==> src/rtl/rol_seq_ctrl.sv <==
// Multi-cycle rotate-left sequencer: splits a 0-31 rotate into ALU passes of at most 3.
// Optional macro ROL_SEQ_MOD_REDUCE_EN reduces the amount modulo 5 at load time.
module rol_seq_ctrl #(
    parameter int WIDTH    = 5,
    parameter int AMT_W    = 5,
    parameter int MAX_STEP = 3
) (
    input  logic             clk,
    input  logic             rst,
    input  logic             start,
    input  logic [WIDTH-1:0] a_in,
    input  logic [AMT_W-1:0] amt,
    output logic             busy,
    output logic             done,
    output logic [WIDTH-1:0] result,
    output logic [WIDTH-1:0] alu_a,
    output logic [WIDTH-1:0] alu_b,
    input  logic [WIDTH-1:0] alu_r,
    output logic [1:0]       fsm_state
);

    // Handshake: start is sampled only in IDLE (ignored, not queued, otherwise); done is a
    // one-cycle pulse with result valid in that same cycle; busy covers RUN and DONE.
    typedef enum logic [1:0] {
        IDLE = 2'd0,
        RUN  = 2'd1,
        DONE = 2'd2
    } state_t;

    state_t           state, state_next;
    logic [WIDTH-1:0] acc, acc_next;
    logic [AMT_W-1:0] rem, rem_next, load_amt;
    logic [1:0]       step;

`ifdef ROL_SEQ_MOD_REDUCE_EN
    // Subtract chain 20/10/5 covers every 5-bit amount without a divider.
    function automatic logic [AMT_W-1:0] mod5(input logic [AMT_W-1:0] x);
        logic [AMT_W-1:0] v;
        v = x;
        if (v >= AMT_W'(20)) v = v - AMT_W'(20);
        if (v >= AMT_W'(10)) v = v - AMT_W'(10);
        if (v >= AMT_W'(5))  v = v - AMT_W'(5);
        return v;
    endfunction
    assign load_amt = mod5(amt);
`else
    assign load_amt = amt;
`endif

    always_comb begin
        state_next = state;
        acc_next   = acc;
        rem_next   = rem;
        alu_b      = '0;
        step       = (rem > AMT_W'(MAX_STEP)) ? 2'(MAX_STEP) : rem[1:0];
        case (state)
            IDLE: begin
                if (start) begin
                    acc_next   = a_in;
                    rem_next   = load_amt;
                    state_next = (load_amt != '0) ? RUN : DONE;
                end
            end
            RUN: begin
                alu_b    = {{(WIDTH-2){1'b0}}, step};
                acc_next = alu_r;
                rem_next = rem - AMT_W'(step);
                if (rem_next == '0) state_next = DONE;
            end
            DONE:    state_next = IDLE;
            default: state_next = IDLE;
        endcase
    end

    // result is captured on the edge entering DONE so it lines up with the done pulse.
    always_ff @(posedge clk or posedge rst) begin
        if (rst) begin
            state  <= IDLE;
            acc    <= '0;
            rem    <= '0;
            result <= '0;
        end else begin
            state <= state_next;
            acc   <= acc_next;
            rem   <= rem_next;
            if (state_next == DONE && state != DONE) result <= acc_next;
        end
    end

    assign alu_a     = acc;
    assign busy      = (state != IDLE);
    assign done      = (state == DONE);
    assign fsm_state = state;

endmodule

==> config.mk <==
export PLATFORM = sky130hd
export DESIGN_NAME = rol_seq_ctrl
export DESIGN_NICKNAME = d
export VERILOG_FILES = /design/src/rtl/rol_seq_ctrl.sv
export SDC_FILE = /design/constraint.sdc
export NUM_CORES = 1
export LEC_CHECK = 0
export ABC_AREA = 1
export CAP_MARGIN = 20
export CELL_PAD_IN_SITES_DETAIL_PLACEMENT = 1
export CELL_PAD_IN_SITES_GLOBAL_PLACEMENT = 2
export CORE_MARGIN = 1
export CORE_UTILIZATION = 25
export CTS_BUF_LIST = sky130_fd_sc_hd__clkbuf_8
export DETAILED_ROUTE_END_ITERATION = 8
export PLACE_DENSITY_LB_ADDON = 0.15
export SLEW_MARGIN = 20
export SYNTH_ARGS = -nofsm -noshare
export SYNTH_HDL_FRONTEND = slang
export SYNTH_SLANG_ARGS = --single-unit
==> constraint.sdc <==
create_clock -name clk -period 2.35 [get_ports clk]
set_clock_uncertainty 0.2 [all_clocks]
set_input_delay 0.5875 -clock clk [delete_from_list [all_inputs] [get_ports clk]]
set_output_delay 0.5875 -clock clk [all_outputs]
set_load 0.02 [all_outputs]
==> impl_metrics.env <==
export IMPL_crit_chain="nor2_1 > clkdlybuf4s50_1"
export IMPL_timing_hold_violations_final=0
export IMPL_hold_path_class="flip-flop to flip-flop"
export IMPL_synth_most_common_cell="nand2_1"
export IMPL_instances_no_fill=215
export IMPL_maxCapViolations=0
export IMPL_track_usage=0.140
export IMPL_synthTopCellsByCount="nand2_1, dfrtp_1, inv_1, nor2_1, nand3_1"
export IMPL_die_w_microns=66.3
export IMPL_crit_path_max_incr_delay_ns=0.62
export IMPL_crit_path_end_kind="primary output"
export IMPL_grt_pass1_vias=953
export IMPL_antenna_found_initial=0
export IMPL_p_int_uw=1110
export IMPL_wl_microns=2780
export IMPL_grt_max_degree=18
export IMPL_fin_crit_sh=0.954
export IMPL_num_fill_cells=459
export IMPL_leakage_uw=0.000694
export IMPL_yosysSeqAreaShare=0.412
export IMPL_yosys_area_top_type_share=0.412
export IMPL_yosysWarningCount=0
export IMPL_grt_pass1_wl_microns=4530
export IMPL_num_vias=966
export IMPL_initial_core_util=0.272
export IMPL_path_class="flip-flop to primary output"
export IMPL_cts_htree_levels=1
export IMPL_async_flop_share=1.00
export IMPL_ir_drop_uv=490
export IMPL_grt_overflow=0
export IMPL_drive_gt1_frac=0.198
export IMPL_finalSetupViolations=0
export IMPL_dp_hpwl_microns=2190
export IMPL_syn_cell_area_sq_mm=0.00103
export IMPL_synth_edff_count=0
export IMPL_synthTopCellsByArea="dfrtp_1, nand2_1, o211ai_2, nand3_1, inv_1"
export IMPL_clkTransAtPathRegs_ns=0.08
export IMPL_crit_arrival_ns=1.46
export IMPL_wl_per_cell_microns=12.9
export IMPL_dpl_cell_count=209
export IMPL_dieArea_sq_mm=0.00439
export IMPL_cts_buffer_depth=2
export IMPL_yosysTopAreaCell="dfrtp_1"
export IMPL_synth_ff_type="dfrtp_1"
export IMPL_numPortBuffers=33
export IMPL_seqPwrFrac=0.265
export IMPL_rsz0062_at_grt="no"
export IMPL_die_y_microns=66.3
export IMPL_avgSynthCellArea_sq_um=8.19
export IMPL_synth_seq_cells=17
export IMPL_pwr_share_clk=0.115
export IMPL_area_delta_synth_final_pct=43.6
export IMPL_dr_pass1_iters=4
export IMPL_pin_count=37
export IMPL_cts_tree="built"
export IMPL_routed_via_density=4.49
export IMPL_crit_fanout=4
export IMPL_netlist_instances=126
export IMPL_outcome="completed"
export IMPL_cpMaxStageDelayCell="clkdlybuf4s50_1"
export IMPL_cp_num_buf_inv=1
export IMPL_final_nets=187
export IMPL_synth_cell_types=27
export IMPL_remaining_drc_errors=0
export IMPL_placeableCoreArea_sq_mm=0.00380
export IMPL_fmax_ghz=0.446
export IMPL_cp_top_family="buffers and inverters"
export IMPL_ctsHoldBuffers=0
export IMPL_required_ns=1.56
export IMPL_period_minus_slack_ns=2.24
export IMPL_cts_root_buf="clkbuf_8"
export IMPL_clk_latency_ns=0.26
export IMPL_drtAntennaViolNets=0
export IMPL_power_density_mw_per_mm2=1410
export IMPL_cts_sinks=17
export IMPL_drv_slew=0
export IMPL_antenna_cells=0
export IMPL_setup_tns_ns=0
export IMPL_drt_first_iter_violations=28
export IMPL_placementRows=22
export IMPL_cp_start_kind="flip-flop"
export IMPL_switchingPower_uw=978
export IMPL_switching_share=0.469
export IMPL_cts_buffers=3
export IMPL_r2r_slack_ns=0.21
export IMPL_combPwrFrac=0.620
export IMPL_gp_congestion=0.799
==> cells in the final DEF (no fill, tap or decap), drive strengths merged <==
cell type / instances
o311ai: 1
inv: 17
clkinvlp: 1
dfrtp: 17
conb: 3
o211ai: 6
nor3: 1
xor2: 1
nand2: 34
dlymetal6s2s: 1
o22ai: 3
ha: 1
clkbuf: 5
nand4: 1
nor2: 15
a211oi: 1
or2: 1
nand3: 10
clkdlybuf4s50: 30
buf: 6
or3: 1
o21ai: 11
==> worst paths after layout <==
kind,from,end,cells past startpoint
min in group asynchronous,rst,alu_a[2],3
worst max-delay path,fsm_state[0],done,2
worst min-delay path,result[1],result[1],2
worst min register to register,result[1],result[1],2
max in group asynchronous,rst,rem[2],3
worst max register to register,rem[3],result[0],13
==> repair_timing <==
action / 4_1_cts / 5_1_grt
setup buffers: 0 / 2
resized for setup: 3 / 4
endpoints found under the setup margin: 2 / 8
pin swaps: 0 / 0
==> state kept, by name (all words and copies together) (netlist names) <==
| register | count |
|---|---|
| rem | 5 |
| alu_a | 5 |
| result | 5 |
| fsm_state | 2 |
==> area by class of cell <==
type                            instances  area, sq um  area share
Multi-Input combinational cell         90          517       0.349
Sequential cell                        17          425       0.287
Tap cell                               48         60.1      0.0405
Clock buffer                            3         41.3      0.0278
Timing Repair Buffer                   39          368       0.248
Clock inverter                          1         7.51     0.00506
Inverter                               17         63.8      0.0430
==> through the flow <==
step	area (sq um)	utilization	hold WS (ns)	total power, uW	worst slack (ns)
after global routing	1480	0.390	0.347	2250	0.0414
after global placement	1430	0.375	0.311	1860	0.0891
after detailed placement	1430	0.375	0.302	1870	0.0569
after floorplan	1040	-	0.314	1380	0.371
after CTS	1470	0.388	0.326	2100	0.00505
final	1480	0.390	0.319	2080	0.107
==> power groups by stage <==
stage          registers (uW)  logic, uW  clock network, uW
2_1_floorplan             672        704                  0
3_3_place_gp              568       1300                  0
3_5_place_dp              569       1300                  0
4_1_cts                   566       1290                242
5_1_grt                   570       1420                256
6_report                  552       1290                240
==> worst reg2reg max path, cell delays in order (launching register included) <==
cell	delay [ns]
dfrtp_1	0.36
inv_2	0.05
nand2_1	0.10
nor2_2	0.06
nor2_2	0.17
inv_1	0.06
ha_1	0.29
nor2_1	0.12
nand3_2	0.11
nor2_4	0.16
nand4_4	0.16
nand2_4	0.12
nand2_1	0.06
nand2_1	0.05
==> routing by layer <==
metal	vias to the layer above	wire length (microns)	global-route usage	part of all wire
met3	5	96	0.0207	0.034
met1	453	1390	0.182	0.50
met4	0	47	0.0638	0.017
met5	-	0	0	0
li1	488	-	-	-
met2	20	1250	0.226	0.45
==> logic make-up (layout without fill, tap and decap cells) <==
| group | count (synthesis) | count (layout) | share of synthesized area |
|---|---|---|---|
| fa+ha+maj | 1 | 1 | 0.0121 |
| compound gates | 22 | 22 | 0.150 |
| other cells | 1 | 3 | 0.00363 |
| flops | 17 | 17 | 0.412 |
| simple gates | 63 | 63 | 0.319 |
| buf+inv | 21 | 60 | 0.0945 |
| xor+xnor | 1 | 1 | 0.00849 |
(Power assumes the default switching activity.)
